## src/rtl/piso_feeder.sv

```systemverilog
// Parallel-in serial-out feeder: accepts one WIDTH-bit word at a time and
// presents it bit by bit to a downstream shift register, DIV cycles per bit.
module piso_feeder #(
   parameter int WIDTH = 4,
   parameter int DIV   = 2
) (
   input  logic             clk,
   input  logic             reset,
   input  logic [WIDTH-1:0] din,
   input  logic             din_valid,
   input  logic             lsb_first,
   output logic             din_ready,
   output logic             serial_in,
   output logic             shift,
   output logic             busy,
   output logic             done
);

   localparam int DW = $clog2(DIV + 1);
   localparam int BW = $clog2(WIDTH + 1);
   localparam logic [DW-1:0] DIV_LAST = DW'(DIV - 1);
   localparam logic [BW-1:0] BIT_LAST = BW'(WIDTH - 1);
   localparam logic [DW-1:0] DIV_ONE  = DW'(1);
   localparam logic [BW-1:0] BIT_ONE  = BW'(1);
   localparam logic FIRST_SHIFT = (DIV == 1);

   typedef enum logic {IDLE, SHIFT} state_t;

   state_t           state_q, state_d;
   logic [WIDTH-1:0] data_q, data_d;
   logic             lsb_q, lsb_d;
   logic [BW-1:0]    bitCnt_q, bitCnt_d;
   logic [DW-1:0]    divCnt_q, divCnt_d;
   logic             serial_q, serial_d;
   logic             shift_q, shift_d;
   logic             busy_q, busy_d;
   logic             ready_q, ready_d;
   logic             done_q, done_d;

   always_ff @(posedge clk) begin
      if (!reset) begin
         state_q  <= IDLE;
         data_q   <= '0;
         lsb_q    <= 1'b0;
         bitCnt_q <= '0;
         divCnt_q <= '0;
         serial_q <= 1'b0;
         shift_q  <= 1'b0;
         busy_q   <= 1'b0;
         ready_q  <= 1'b1;
         done_q   <= 1'b0;
      end else begin
         state_q  <= state_d;
         data_q   <= data_d;
         lsb_q    <= lsb_d;
         bitCnt_q <= bitCnt_d;
         divCnt_q <= divCnt_d;
         serial_q <= serial_d;
         shift_q  <= shift_d;
         busy_q   <= busy_d;
         ready_q  <= ready_d;
         done_q   <= done_d;
      end
   end

   // Outputs are registered, so the shift strobe is computed one cycle ahead
   // from the divider value the next cycle will hold.
   always_comb begin
      state_d  = state_q;
      data_d   = data_q;
      lsb_d    = lsb_q;
      bitCnt_d = bitCnt_q;
      divCnt_d = divCnt_q;
      serial_d = serial_q;
      shift_d  = 1'b0;
      busy_d   = busy_q;
      ready_d  = ready_q;
      done_d   = 1'b0;

      case (state_q)
         IDLE: begin
            ready_d  = 1'b1;
            busy_d   = 1'b0;
            serial_d = 1'b0;
            if (din_valid && ready_q) begin
               state_d  = SHIFT;
               data_d   = din;
               lsb_d    = lsb_first;
               bitCnt_d = '0;
               divCnt_d = '0;
               serial_d = lsb_first ? din[0] : din[WIDTH-1];
               shift_d  = FIRST_SHIFT;
               busy_d   = 1'b1;
               ready_d  = 1'b0;
            end
         end
         SHIFT: begin
            if (divCnt_q == DIV_LAST) begin
               if (bitCnt_q == BIT_LAST) begin
                  state_d  = IDLE;
                  bitCnt_d = '0;
                  divCnt_d = '0;
                  serial_d = 1'b0;
                  busy_d   = 1'b0;
                  ready_d  = 1'b1;
                  done_d   = 1'b1;
               end else begin
                  // The word register shifts toward the output end so the next
                  // bit always sits next to the one just sent.
                  bitCnt_d = bitCnt_q + BIT_ONE;
                  divCnt_d = '0;
                  data_d   = lsb_q ? (data_q >> 1) : (data_q << 1);
                  serial_d = lsb_q ? data_q[1] : data_q[WIDTH-2];
                  shift_d  = FIRST_SHIFT;
               end
            end else begin
               divCnt_d = divCnt_q + DIV_ONE;
               shift_d  = ((divCnt_q + DIV_ONE) == DIV_LAST);
            end
         end
         default: begin
            state_d = IDLE;
         end
      endcase
   end

   assign din_ready = ready_q;
   assign serial_in = serial_q;
   assign shift     = shift_q;
   assign busy      = busy_q;
   assign done      = done_q;

endmodule

```

## config.mk

```make
export PLATFORM = sky130hd
export DESIGN_NAME = piso_feeder
export DESIGN_NICKNAME = d
export VERILOG_FILES = /design/src/rtl/piso_feeder.sv
export SDC_FILE = /design/constraint.sdc
export NUM_CORES = 1
export LEC_CHECK = 0
export BUFFER_PORTS_ARGS = -buffer_cell sky130_fd_sc_hd__buf_2
export CAP_MARGIN = 15
export CORE_MARGIN = 2
export CORE_UTILIZATION = 52
export DETAILED_ROUTE_END_ITERATION = 10
export HOLD_SLACK_MARGIN = 0.15
export PLACE_DENSITY = 0.72
export SYNTH_ARGS = -nofsm -noshare
export SYNTH_HDL_FRONTEND = slang
export SYNTH_SLANG_ARGS = --single-unit
```

## constraint.sdc

```tcl
create_clock -name clk -period 1.5 [get_ports clk]
set_input_delay 0.075 -clock clk [delete_from_list [all_inputs] [get_ports clk]]
set_output_delay 0.075 -clock clk [all_outputs]
set_load 0.01 [all_outputs]
```

# [After elaboration in Yosys (flattened, before gate mapping)]
# Cells that the tools add are included.
[word_totals] register_bits=16 input_bits=8 out_inout_bits=5 wordCells=58
[op_classes] n_addsub=2 eq_ne=7 n_mux=32 bitwise_logic=1 reduce_logical=6
[op_table] cell="4-bit two-way mux" count=4
[op_table] cell="1-bit two-way mux" count=15
[op_table] cell="1-bit case mux with 2 select lines" count=5
[op_table] cell="3-bit two-way mux" count=3
[op_table] cell="4-bit case mux with 2 select lines" count=1
[op_table] cell="3-bit case mux with 2 select lines" count=1
[op_table] cell="2-bit AND reduction" count=3
[op_table] cell="3-bit AND reduction" count=2
[op_table] cell="2-bit by 1-bit equality test with 1-bit output, second input constant" count=2
[op_table] cell="2-bit two-way mux" count=2
[op_table] cell="2-bit by 1-bit inequality test with 1-bit output, second input constant" count=2
[op_table] cell="2-bit inequality test, second input constant" count=2
[op_table] cell="2-bit case mux with 2 select lines" count=1
[op_table] cell="3-bit by 1-bit adder with 3-bit output, second input constant" count=1
[op_table] cell="3-bit by 2-bit equality test with 1-bit output, second input constant" count=1
[op_table] cell="2-bit by 1-bit adder with 2-bit output, second input constant" count=1
[op_table] cell="1-bit logical AND" count=1
[op_table] cell="1-bit inverter" count=1

# [Depth between registers and ports, before layout]
[logic_depth] depth_word=4 ltp_mapped=5 mapped_depth_nobuf=4

# [Worst setup path after synthesis]
# Ideal clock, no wire load.
[synth_path] kind="register to register" from="register bitCnt_q[0]" to="register data_q[0]" setup_time_ns=0.131 t_arrival_ns=1.088 required_time_ns=1.369 slack_ns=0.281 stages_incl_launch_ff=5 n_path_buf=0 synth_period_minus_slack_ns=1.219 cell_sequence="dfxtp_1 ha_1 or2b_2 a211oi_1 a211oi_1"
[synth_via] elab_chain_cells=3
[synth_lines] element="start, declared" line_no="32" rtl="logic [BW-1:0] bitCnt_q, bitCnt_d;"
[synth_lines] element="start signal, assigned" line_no="56" rtl="bitCnt_q <= bitCnt_d;"
[synth_lines] element="3-bit by 2-bit equality test with 1-bit output" line_no="99" rtl="if (bitCnt_q == BIT_LAST) begin"
[synth_lines] element="2-bit inequality test (no line)"
[synth_lines] element="3-bit AND reduction (no line)"
[synth_lines] element="end signal, assigned" line_no="54" rtl="data_q <= data_d;"
[synth_lines] element="end, declared" line_no="30" rtl="logic [WIDTH-1:0] data_q, data_d;"
# Every way passes these cells.
# A chain may end at the register's enable or synchronous reset.

# [Worst setup path in the final report]
[layout_path] from="register bitCnt_q[0]" to="register data_q[3]"
# Same word-level chain as after synthesis.

==> impl_metrics.ini <==
[final_layout]
fill_cells = 108
syn2layout_area_growth_pct = 12.9
multi_input_area_um2 = 384
ff_latch_area_um2 = 320
antennaDiodeCount = 0
drive_gt1_share_pct = 22.6
stdcell_area_um2 = 841
final_cell_count_no_fill = 108
fin_nets = 104

[critical_path]
cp_max_fo = 7
criticalPathCategory = reg2reg
r2r_cells = 4
r2r_start = bitCnt_q[0]
end_kind = flip-flop
r2r_setup_slack_ps = 190
cp-start-kind = flip-flop
crit_arrival_ps = 1480
r2r-end = data_q[3]
crit_required_ps = 1670

[placement]
dpl_cell_area_um2 = 798
port-buffer-count = 12
gp_congestion = 0.767
dpl.hpwl_mm = 1.10
dp_cells = 103

[routing]
wire_per_inst_um = 13.7
route.vias.total = 613
drcViolationCount = 0
drt-total-wl_mm = 1.48
dr.pass1.iters = 4
drtAntennaViolNets = 0
drt-initial-drc-count = 9
vias_per_cell = 5.68

[sta]
tns_ps = 0
whs_ps = 156
drv_slew = 0
skew_ps = 0.363
period_needed_ps = 1310
relSlewSlack_pct = 78.4
finalCritPeriodShare_pct = 87.1
rsz0062_at_grt = false
setup_viol = 0
worst_slew_pin_slew_ps = 323
fmax_ghz = 0.765
hold_viol_final = 0

[min_path]
hold_path.class = in2reg
min-delay-start = din[3]
whs_path_depth = 3
hold_path_end = data_q[3]

[cts]
cts_buffer_depth = 2
ctsResizeCount = 0
cts.clk_slew.worst_paths_ps = 90
htree_levels = 1
root_buffer = clkbuf_4
cts_tree = built
cts_buffers = 3
cts_setup_buffers = 0
insertion_delay_ps = 290
clock-sinks = 16

[floorplan]
ios = 13
die_y_um = 41.8
die_w_um = 41.8
rows = 13
start_util_pct = 56.5
core_area_um2 = 1320
dieArea_um2 = 1750

[synthesis]
synth_area_per_cell_um2 = 9.42
synth_top_cell_area_share_pct = 43.0
synth_most_common_cell = dfxtp_1
synth-main-ff-cell = dfxtp_1
ys_seq_area_share_pct = 43.0
synth_commonest_cells = dfxtp_1, a21oi_1, nand2_1, a211oi_1
yosysWarnings = 0
synth_fp_nets = 88
netlist_instances = 79
yosysUniqueCellTypes = 30
async_flop_share_pct = 0
yosys.area.top_type = dfxtp_1
ys_seq_elements = 16
syn-cell-area_um2 = 744
synth_edf_count = 0
synth.area.top_cells = dfxtp_1, a21oi_1, mux2i_1

[flow_run]
drv_cap = 0

[global_routing]
grt_pass1_wl_mm = 2.40
grt_max_degree = 11
grt_usage_pct = 18.4
grt_antenna_before_repair = 0
grt_pass1_vias = 560
grt_overflow_total = 0

[outcome]
outcome = finished clean

[pwr]
total_power_mw = 0.837
p_per_area_nw_per_um2 = 995
vdd_drop_max_uv = 566
power.leakage_nw = 0.342
cells by family after synthesis:
| logic type | after synthesis | synth area share, % |
|---|---|---|
| DFF | 16 | 43.0 |
| muxes | 6 | 8.40 |
| and+or+nand+nor | 26 | 21.0 |
| AOI/OAI and AO/OA | 23 | 19.3 |
| adders and majority gates | 1 | 1.68 |
| xor gates and xnor gates | 1 | 1.18 |
| buffers and inverters | 6 | 5.38 |
worst max-delay path, cell delays in order (launching register included):
cell,delay (ps)
dfxtp_1,350
ha_1,180
or2b_2,370
a211oi_1,220
a211oi_1,70
through the flow:
step,util (%),worst slack [ps]
2_1_floorplan,-,281
3_3_place_gp,60.6,248
3_5_place_dp,60.6,196
4_1_cts,63.8,197
5_1_grt,63.8,99.9
6_report,63.8,193
layer usage:
metal | share of wire, % | up-vias | GRT usage [%]
met5 | 0 | - | 0
met1 | 48 | 274 | 23.3
met4 | 2.8 | 0 | 11.6
met2 | 45 | 13 | 27.2
li1 | - | 321 | -
met3 | 3.9 | 5 | 5.22
layout by cell type (no fill, tap or decap), types with 2 or more instances in the layout:
| master | count |
|---|---|
| nand3_1 | 3 |
| clkbuf_4 | 3 |
| a21o_1 | 2 |
| nand2b_1 | 2 |
| o21ai_0 | 4 |
| nor3_1 | 3 |
| dfxtp_1 | 16 |
| and3_1 | 2 |
| nand3b_1 | 2 |
| mux2_2 | 2 |
| buf_2 | 12 |
| a21oi_1 | 8 |
| nor2b_1 | 2 |
| dlygate4sd3_1 | 2 |
| and3b_1 | 2 |
| a211oi_1 | 5 |
| mux2i_1 | 4 |
| nand2_1 | 6 |
report_power, final:
group	switching [mW]	internal (mW)	total, mW	leakage [nW]
Clock	0.132	0.0934	0.225	0.0138
Combinational	0.0686	0.0632	0.132	0.197
Sequential	0.0279	0.452	0.480	0.131
flip-flops by register name, indices dropped and copies added, names as in the netlist:
name       count
lsb_q          1
done           1
divCnt_q       2
din_ready      1
bitCnt_q       3
busy           1
state_q        1
serial_in      1
data_q         4
shift          1
area by class of cell:
cell class / count / share of cell area, %
inverters: 2 / 0.893
well taps: 15 / 2.23
clock buffers: 3 / 2.68
repair buffers: 15 / 10.4
multi-input cells: 57 / 45.7
flip-flops and latches: 16 / 38.1
how the worst max path moves through the flow:
stage	from	end	slack [ps]
3_3_place_gp	bitCnt_q[0]	data_q[3]	250
4_1_cts	bitCnt_q[0]	data_q[3]	200
6_report	bitCnt_q[0]	data_q[3]	190
5_1_grt	state_q	data_q[0]	100
2_1_floorplan	bitCnt_q[0]	data_q[0]	280
3_5_place_dp	bitCnt_q[0]	data_q[3]	200
what timing repair did:
action	in CTS	in global routing
hold buffers	2	0
setup endpoints to repair	0	0
endpoints found under the hold margin	7	0
Note: power is estimated with default switching activity, not from simulation.
